$ cat src/rtl/scc_pkg.sv
// Shared encodings for the SCC memory front-end: FSM states, access owner,
// and the bit positions inside the sticky error vector.
package scc_pkg;

  typedef enum logic [1:0] {
    ST_IDLE   = 2'd0,
    ST_WAIT   = 2'd1,
    ST_HALTED = 2'd2
  } state_t;

  typedef enum logic {
    OWN_IF = 1'b0,
    OWN_D  = 1'b1
  } owner_t;

  localparam int ERR_ALIGN = 0;
  localparam int ERR_TMO   = 1;
  localparam int ERR_W     = 2;

  // Number of low byte-address bits that must be zero for a word access.
  function automatic int align_bits(input int data_w);
    return $clog2(data_w / 8);
  endfunction

endpackage

$ cat src/rtl/scc_arb_prio.sv
// Grant selection between fetch and data requests. Data normally wins; a
// pending fetch is forced through after STARVE_MAX back-to-back data grants.
module scc_arb_prio
  import scc_pkg::*;
#(
  parameter int STARVE_MAX = 4
) (
  input  logic clk,
  input  logic rst,
  input  logic clk_en,
  input  logic grant_en,
  input  logic if_req,
  input  logic d_req,
  output logic grant_if,
  output logic grant_d
);

  localparam int CW = $clog2(STARVE_MAX + 1);

  logic [CW-1:0] starve_reg;
  logic [CW-1:0] starve_next;
  logic          starved;

  always_comb begin
    starved  = if_req && (starve_reg == CW'(STARVE_MAX));
    grant_d  = grant_en && d_req && !starved;
    grant_if = grant_en && if_req && !grant_d;
  end

  // The count only tracks data grants that overtook a waiting fetch.
  always_comb begin
    starve_next = starve_reg;
    if (!if_req || grant_if) begin
      starve_next = '0;
    end else if (grant_d) begin
      starve_next = starve_reg + 1'b1;
    end
  end

  always_ff @(posedge clk or negedge rst) begin
    if (!rst) begin
      starve_reg <= '0;
    end else if (clk_en) begin
      starve_reg <= starve_next;
    end
  end

endmodule

$ cat src/rtl/scc_mem_arbiter.sv
// Single-port memory front-end shared by instruction fetch and data access:
// req/ack handshake, alignment check, ack timeout and halt drain.
module scc_mem_arbiter
  import scc_pkg::*;
#(
  parameter int ADDR_W     = 32,
  parameter int DATA_W     = 32,
  parameter int STARVE_MAX = 4,
  parameter int TIMEOUT    = 16
) (
  input  logic              clk,
  input  logic              rst,
  input  logic              clk_en,
  input  logic              halt,
  input  logic              if_req,
  input  logic [ADDR_W-1:0] if_addr,
  output logic              if_valid,
  output logic [DATA_W-1:0] if_rdata,
  input  logic              d_req,
  input  logic              d_we,
  input  logic [ADDR_W-1:0] d_addr,
  input  logic [DATA_W-1:0] d_wdata,
  output logic              d_valid,
  output logic [DATA_W-1:0] d_rdata,
  output logic              mem_req,
  output logic              mem_we,
  output logic [ADDR_W-1:0] mem_addr,
  output logic [DATA_W-1:0] mem_wdata,
  input  logic              mem_ack,
  input  logic [DATA_W-1:0] mem_rdata,
  output logic [ERR_W-1:0]  err_bits,
  output logic              halted
);

  localparam int ALIGN_B = align_bits(DATA_W);
  localparam int TW      = $clog2(TIMEOUT);
  localparam logic [TW-1:0] TMO_LAST = TW'(TIMEOUT - 1);

  state_t             state_reg,    state_next;
  owner_t             owner_reg,    owner_next;
  logic               we_reg,       we_next;
  logic [ADDR_W-1:0]  addr_reg,     addr_next;
  logic [DATA_W-1:0]  wdata_reg,    wdata_next;
  logic [TW-1:0]      tmo_reg,      tmo_next;
  logic [ERR_W-1:0]   err_reg,      err_next;
  logic               if_valid_reg, if_valid_next;
  logic               d_valid_reg,  d_valid_next;
  logic [DATA_W-1:0]  if_rdata_reg, if_rdata_next;
  logic [DATA_W-1:0]  d_rdata_reg,  d_rdata_next;

  logic               grant_en;
  logic               grant_if;
  logic               grant_d;
  logic [ADDR_W-1:0]  gnt_addr;
  logic               gnt_misaligned;
  logic               pulse;
  owner_t             pulse_owner;
  logic [DATA_W-1:0]  pulse_data;

  // No grant while a valid pulse is out: the requester still holds its
  // request this cycle and would otherwise be served twice.
  assign grant_en = (state_reg == ST_IDLE) && !halt && !if_valid_reg && !d_valid_reg;
  assign gnt_addr = grant_d ? d_addr : if_addr;

  generate
    if (ALIGN_B > 0) begin : g_align
      assign gnt_misaligned = |gnt_addr[ALIGN_B-1:0];
    end else begin : g_no_align
      assign gnt_misaligned = 1'b0;
    end
  endgenerate

  scc_arb_prio #(
    .STARVE_MAX (STARVE_MAX)
  ) u_prio (
    .clk      (clk),
    .rst      (rst),
    .clk_en   (clk_en),
    .grant_en (grant_en),
    .if_req   (if_req),
    .d_req    (d_req),
    .grant_if (grant_if),
    .grant_d  (grant_d)
  );

  always_comb begin
    state_next    = state_reg;
    owner_next    = owner_reg;
    we_next       = we_reg;
    addr_next     = addr_reg;
    wdata_next    = wdata_reg;
    tmo_next      = tmo_reg;
    err_next      = err_reg;
    if_valid_next = 1'b0;
    d_valid_next  = 1'b0;
    if_rdata_next = if_rdata_reg;
    d_rdata_next  = d_rdata_reg;
    pulse         = 1'b0;
    pulse_owner   = owner_reg;
    pulse_data    = '0;

    case (state_reg)
      ST_IDLE: begin
        if (halt) begin
          state_next = ST_HALTED;
        end else if (grant_if || grant_d) begin
          if (gnt_misaligned) begin
            err_next[ERR_ALIGN] = 1'b1;
            pulse               = 1'b1;
            pulse_owner         = grant_d ? OWN_D : OWN_IF;
          end else begin
            state_next = ST_WAIT;
            owner_next = grant_d ? OWN_D : OWN_IF;
            we_next    = grant_d && d_we;
            addr_next  = gnt_addr;
            wdata_next = grant_d ? d_wdata : '0;
            tmo_next   = '0;
          end
        end
      end

      ST_WAIT: begin
        // An ack on the final timeout cycle still completes normally.
        if (mem_ack) begin
          state_next = ST_IDLE;
          pulse      = 1'b1;
          pulse_data = we_reg ? '0 : mem_rdata;
        end else if (tmo_reg == TMO_LAST) begin
          state_next        = ST_IDLE;
          err_next[ERR_TMO] = 1'b1;
          pulse             = 1'b1;
        end else begin
          tmo_next = tmo_reg + 1'b1;
        end
      end

      default: begin
        state_next = ST_HALTED;
      end
    endcase

    if (pulse) begin
      if (pulse_owner == OWN_D) begin
        d_valid_next = 1'b1;
        d_rdata_next = pulse_data;
      end else begin
        if_valid_next = 1'b1;
        if_rdata_next = pulse_data;
      end
    end
  end

  always_ff @(posedge clk or negedge rst) begin
    if (!rst) begin
      state_reg    <= ST_IDLE;
      owner_reg    <= OWN_IF;
      we_reg       <= 1'b0;
      addr_reg     <= '0;
      wdata_reg    <= '0;
      tmo_reg      <= '0;
      err_reg      <= '0;
      if_valid_reg <= 1'b0;
      d_valid_reg  <= 1'b0;
      if_rdata_reg <= '0;
      d_rdata_reg  <= '0;
    end else if (clk_en) begin
      state_reg    <= state_next;
      owner_reg    <= owner_next;
      we_reg       <= we_next;
      addr_reg     <= addr_next;
      wdata_reg    <= wdata_next;
      tmo_reg      <= tmo_next;
      err_reg      <= err_next;
      if_valid_reg <= if_valid_next;
      d_valid_reg  <= d_valid_next;
      if_rdata_reg <= if_rdata_next;
      d_rdata_reg  <= d_rdata_next;
    end
  end

  // mem_req follows the state register so reset removes it immediately.
  assign mem_req   = (state_reg == ST_WAIT);
  assign mem_we    = we_reg && mem_req;
  assign mem_addr  = addr_reg;
  assign mem_wdata = wdata_reg;
  assign if_valid  = if_valid_reg;
  assign if_rdata  = if_rdata_reg;
  assign d_valid   = d_valid_reg;
  assign d_rdata   = d_rdata_reg;
  assign err_bits  = err_reg;
  assign halted    = (state_reg == ST_HALTED);

endmodule
$ cat config.mk
export PLATFORM = sky130hd
export DESIGN_NAME = scc_mem_arbiter
export DESIGN_NICKNAME = d
export VERILOG_FILES = /design/src/rtl/scc_pkg.sv /design/src/rtl/scc_arb_prio.sv /design/src/rtl/scc_mem_arbiter.sv
export SDC_FILE = /design/constraint.sdc
export NUM_CORES = 1
export LEC_CHECK = 0
export ABC_AREA = 1
export CAP_MARGIN = 20
export CORE_MARGIN = 8
export CORE_UTILIZATION = 46
export CTS_CLUSTER_SIZE = 14
export DETAILED_ROUTE_END_ITERATION = 12
export GPL_TIMING_DRIVEN = 1
export HOLD_SLACK_MARGIN = 0.08
export PLACE_DENSITY = 0.86
export SETUP_SLACK_MARGIN = 0.5
export SKIP_LAST_GASP = 1
export SYNTH_ARGS = -nofsm -noshare
export SYNTH_HDL_FRONTEND = slang
export SYNTH_SLANG_ARGS = --single-unit
$ cat constraint.sdc
create_clock -name clk -period 4.45 [get_ports clk]
set_input_delay 1.335 -clock clk [delete_from_list [all_inputs] [get_ports clk]]
set_output_delay 1.335 -clock clk [all_outputs]
set_load 0.1 [all_outputs]
==> impl_metrics.env <==
export IMPL_syn2layout_area_growth_pct=54.82
export IMPL_leakage_nw=4.773
export IMPL_cts_made_buffers=17
export IMPL_reg2reg_depth=14
export IMPL_grt_max_degree=90
export IMPL_ant_nets=0
export IMPL_grt_use_total=0.2248
export IMPL_coreArea_sq_um=13670
export IMPL_ir_worst_vdd_mv=0.2582
export IMPL_die_h_um=133.1
export IMPL_dieArea_sq_um=17720
export IMPL_fin_crit_sh=0.7888
export IMPL_drive_gt1_frac=0.05976
export IMPL_insertion_delay_ns=0.42
export IMPL_dr_first_iter_drc_count=455
export IMPL_syn_inst=731
export IMPL_clk_pin_slew_worst_paths_ns=0.06
export IMPL_place_area_sq_um=9155
export IMPL_finalHoldViolCount=0
export IMPL_fillCellCount=1047
export IMPL_yosys_cell_types_count=30
export IMPL_synth_top_cell_by_area="dfrtp_1"
export IMPL_synthesis_area_sq_um=6311
export IMPL_grt_pass1_vias=6181
export IMPL_antenna_cells=0
export IMPL_synth_fp_nets=870
export IMPL_yosys_warnings=0
export IMPL_status="finished, final reports clean"
export IMPL_rows=43
export IMPL_power_per_cell_area_nw_per_um2=300.6
export IMPL_drt_wl_total_um=19540
export IMPL_htree_levels=4
export IMPL_synth_top_cell_area_share=0.5670
export IMPL_setup_viol=0
export IMPL_grt_pass1_wl_um=31880
export IMPL_hold_depth=2
export IMPL_cts_root_buf="clkbuf_16"
export IMPL_portBuffers=270
export IMPL_synth_edf_count=0
export IMPL_grt_antenna_before_repair=0
export IMPL_worstPathArrival_ns=2.18
export IMPL_min_path_type="reg -> reg"
export IMPL_layout_nets=1130
export IMPL_drv_cap=0
export IMPL_synth_async_reset_ratio=1.000
export IMPL_gp_congestion=0.7942
export IMPL_ys_seq_area_frac=0.5670
export IMPL_fin_area_sq_um=9771
export IMPL_slew_violations=0
export IMPL_rsz0062_at_grt="false"
export IMPL_cts_setup_buffers=0
export IMPL_clock_sinks=143
export IMPL_avgSynthCellArea_sq_um=8.633
export IMPL_vias=5878
export IMPL_slew_headroom=0.2921
export IMPL_ctsResizeCount=0
export IMPL_min_period_ns=3.510
export IMPL_initial_core_util=0.4618
export IMPL_viasPerCell=4.965
export IMPL_dr_pass1_iters=6
export IMPL_max_slew_worst_pin_slew_ns=1.058
export IMPL_overflow=0
export IMPL_finalClockSkew_ns=0.009829
export IMPL_cts_tree="done"
export IMPL_crit_path_max_fanout=4
export IMPL_netlist_top_cells_area="dfrtp_1 (57%), nand2_1 (15%), nand3_1 (5.7%)"
export IMPL_crit_path_start_kind="flip-flop"
export IMPL_regArea_sq_um=3578
export IMPL_drcViolationCount=0
export IMPL_clk_path_buf_depth=2
export IMPL_yosys_register_bits=143
export IMPL_cts_hold_buf=0
export IMPL_ys_flop_type="dfrtp_1"
export IMPL_worstSetupPathType="reg -> out"
export IMPL_wl_per_cell_um=16.51
export IMPL_worstPathRequired_ns=3.12
export IMPL_fin_tns_setup_ns=0
export IMPL_ios=271
export IMPL_multiInputGateArea_sq_um=2344
export IMPL_max_freq_mhz=284.9
export IMPL_die_x_um=133.1
export IMPL_crit_path_end_kind="output port"
export IMPL_dp_hpwl_um=14510
## cells in the final DEF, fill, tap and decap left out, drive strengths merged
cell | netlist | layout
xnor2 | 1 | 1
nand3 | 73 | 73
nand3b | 1 | 1
o22ai | 2 | 2
nor2 | 48 | 48
a31o | 1 | 1
ha | 3 | 3
clkinv | 0 | 2
and3 | 1 | 1
o21bai | 1 | 1
nand4 | 2 | 2
clkinvlp | 0 | 5
and2 | 1 | 1
mux2i | 31 | 31
dfrtp | 143 | 143
or2 | 1 | 1
inv | 53 | 55
clkbuf | 13 | 20
clkdlybuf4s50 | 0 | 267
buf | 29 | 16
a21boi | 1 | 1
nand2 | 250 | 250
a21oi | 3 | 3
bufinv | 0 | 3
o21ai | 73 | 73
## metal layers
metal  vias to the layer above  part of all wire  track usage
li1                       2850                 -            -
met1                      2761              0.38       0.2484
met2                       233              0.50       0.3856
met3                        34             0.091      0.08471
met4                         0             0.025      0.08609
met5                         -                 0            0
## through the flow
| step | hold slack [ns] | setup WS (ns) | power (mW) | utilization | cells |
|---|---|---|---|---|---|
| after CTS | 0.4719 | 0.9206 | 2.967 | 0.7150 | 1184 |
| after global routing | 0.4921 | 0.8579 | 3.041 | 0.7150 | 1184 |
| after global placement | 0.4527 | 0.8151 | 1.498 | 0.6699 | 1152 |
| after floorplan | 0.4530 | 0.7361 | 1.346 | - | 731 |
| after detailed placement | 0.4572 | 0.7517 | 1.501 | 0.6699 | 1152 |
| final | 0.4668 | 0.9399 | 2.937 | 0.7150 | 1184 |
## cells in the mapped netlist (all sizes together) (2+ instances only)
cell type    n
a21oi        3
buf         29
clkbuf      13
dfrtp      143
ha           3
inv         53
mux2i       31
nand2      250
nand3       73
nand4        2
nor2        48
o21ai       73
o22ai        2
## where the power goes
group / total [mW] / internal, mW / switching [mW]
sequential: 1.30 / 1.30 / 0.00156
combinational: 0.172 / 0.114 / 0.0576
clock: 1.46 / 0.914 / 0.547
## cell type report
class	instances	share of cell area
flip-flops and latches	143	0.3662
multi-input cells	493	0.2399
inverters	53	0.02036
well taps	180	0.02305
repair buffers	283	0.2875
clock buffers	20	0.04674
clock inverters	12	0.01626
## path summary, 6_finish.rpt
kind | startpoint | endpoint | slack, ns
worst max register to register | u_prio.starve_reg[0]$_DFFE_PN0P_ | if_rdata[2]$_DFFE_PN0P_ | 1.92
worst min register to register | if_rdata[20]$_DFFE_PN0P_ | if_rdata[20]$_DFFE_PN0P_ | 0.47
min in group asynchronous | rst | mem_addr[6]$_DFFE_PN0P_ | 0.98
worst max-delay path | state_reg[1]$_DFFE_PN0P_ | halted | 0.94
worst min-delay path | if_rdata[20]$_DFFE_PN0P_ | if_rdata[20]$_DFFE_PN0P_ | 0.47
max in group asynchronous | rst | mem_addr[26]$_DFFE_PN0P_ | 2.64
## kinds of logic (layout without fill, tap and decap cells)
group	Yosys count	after routing	synth area share
simple gates	377	377	0.2445
flops	143	143	0.5670
buf+inv	95	368	0.06483
compound gates	81	81	0.06721
mux	31	31	0.04917
fa+ha+maj	3	3	0.005948
xor+xnor	1	1	0.001388
## critical path, stage by stage, from the launching register on
cell and delay, ns:
dfrtp_1 0.44, inv_1 0.08, nor2_1 0.09, clkdlybuf4s50_1 1.14
Note: power is estimated with default switching activity, not from simulation.
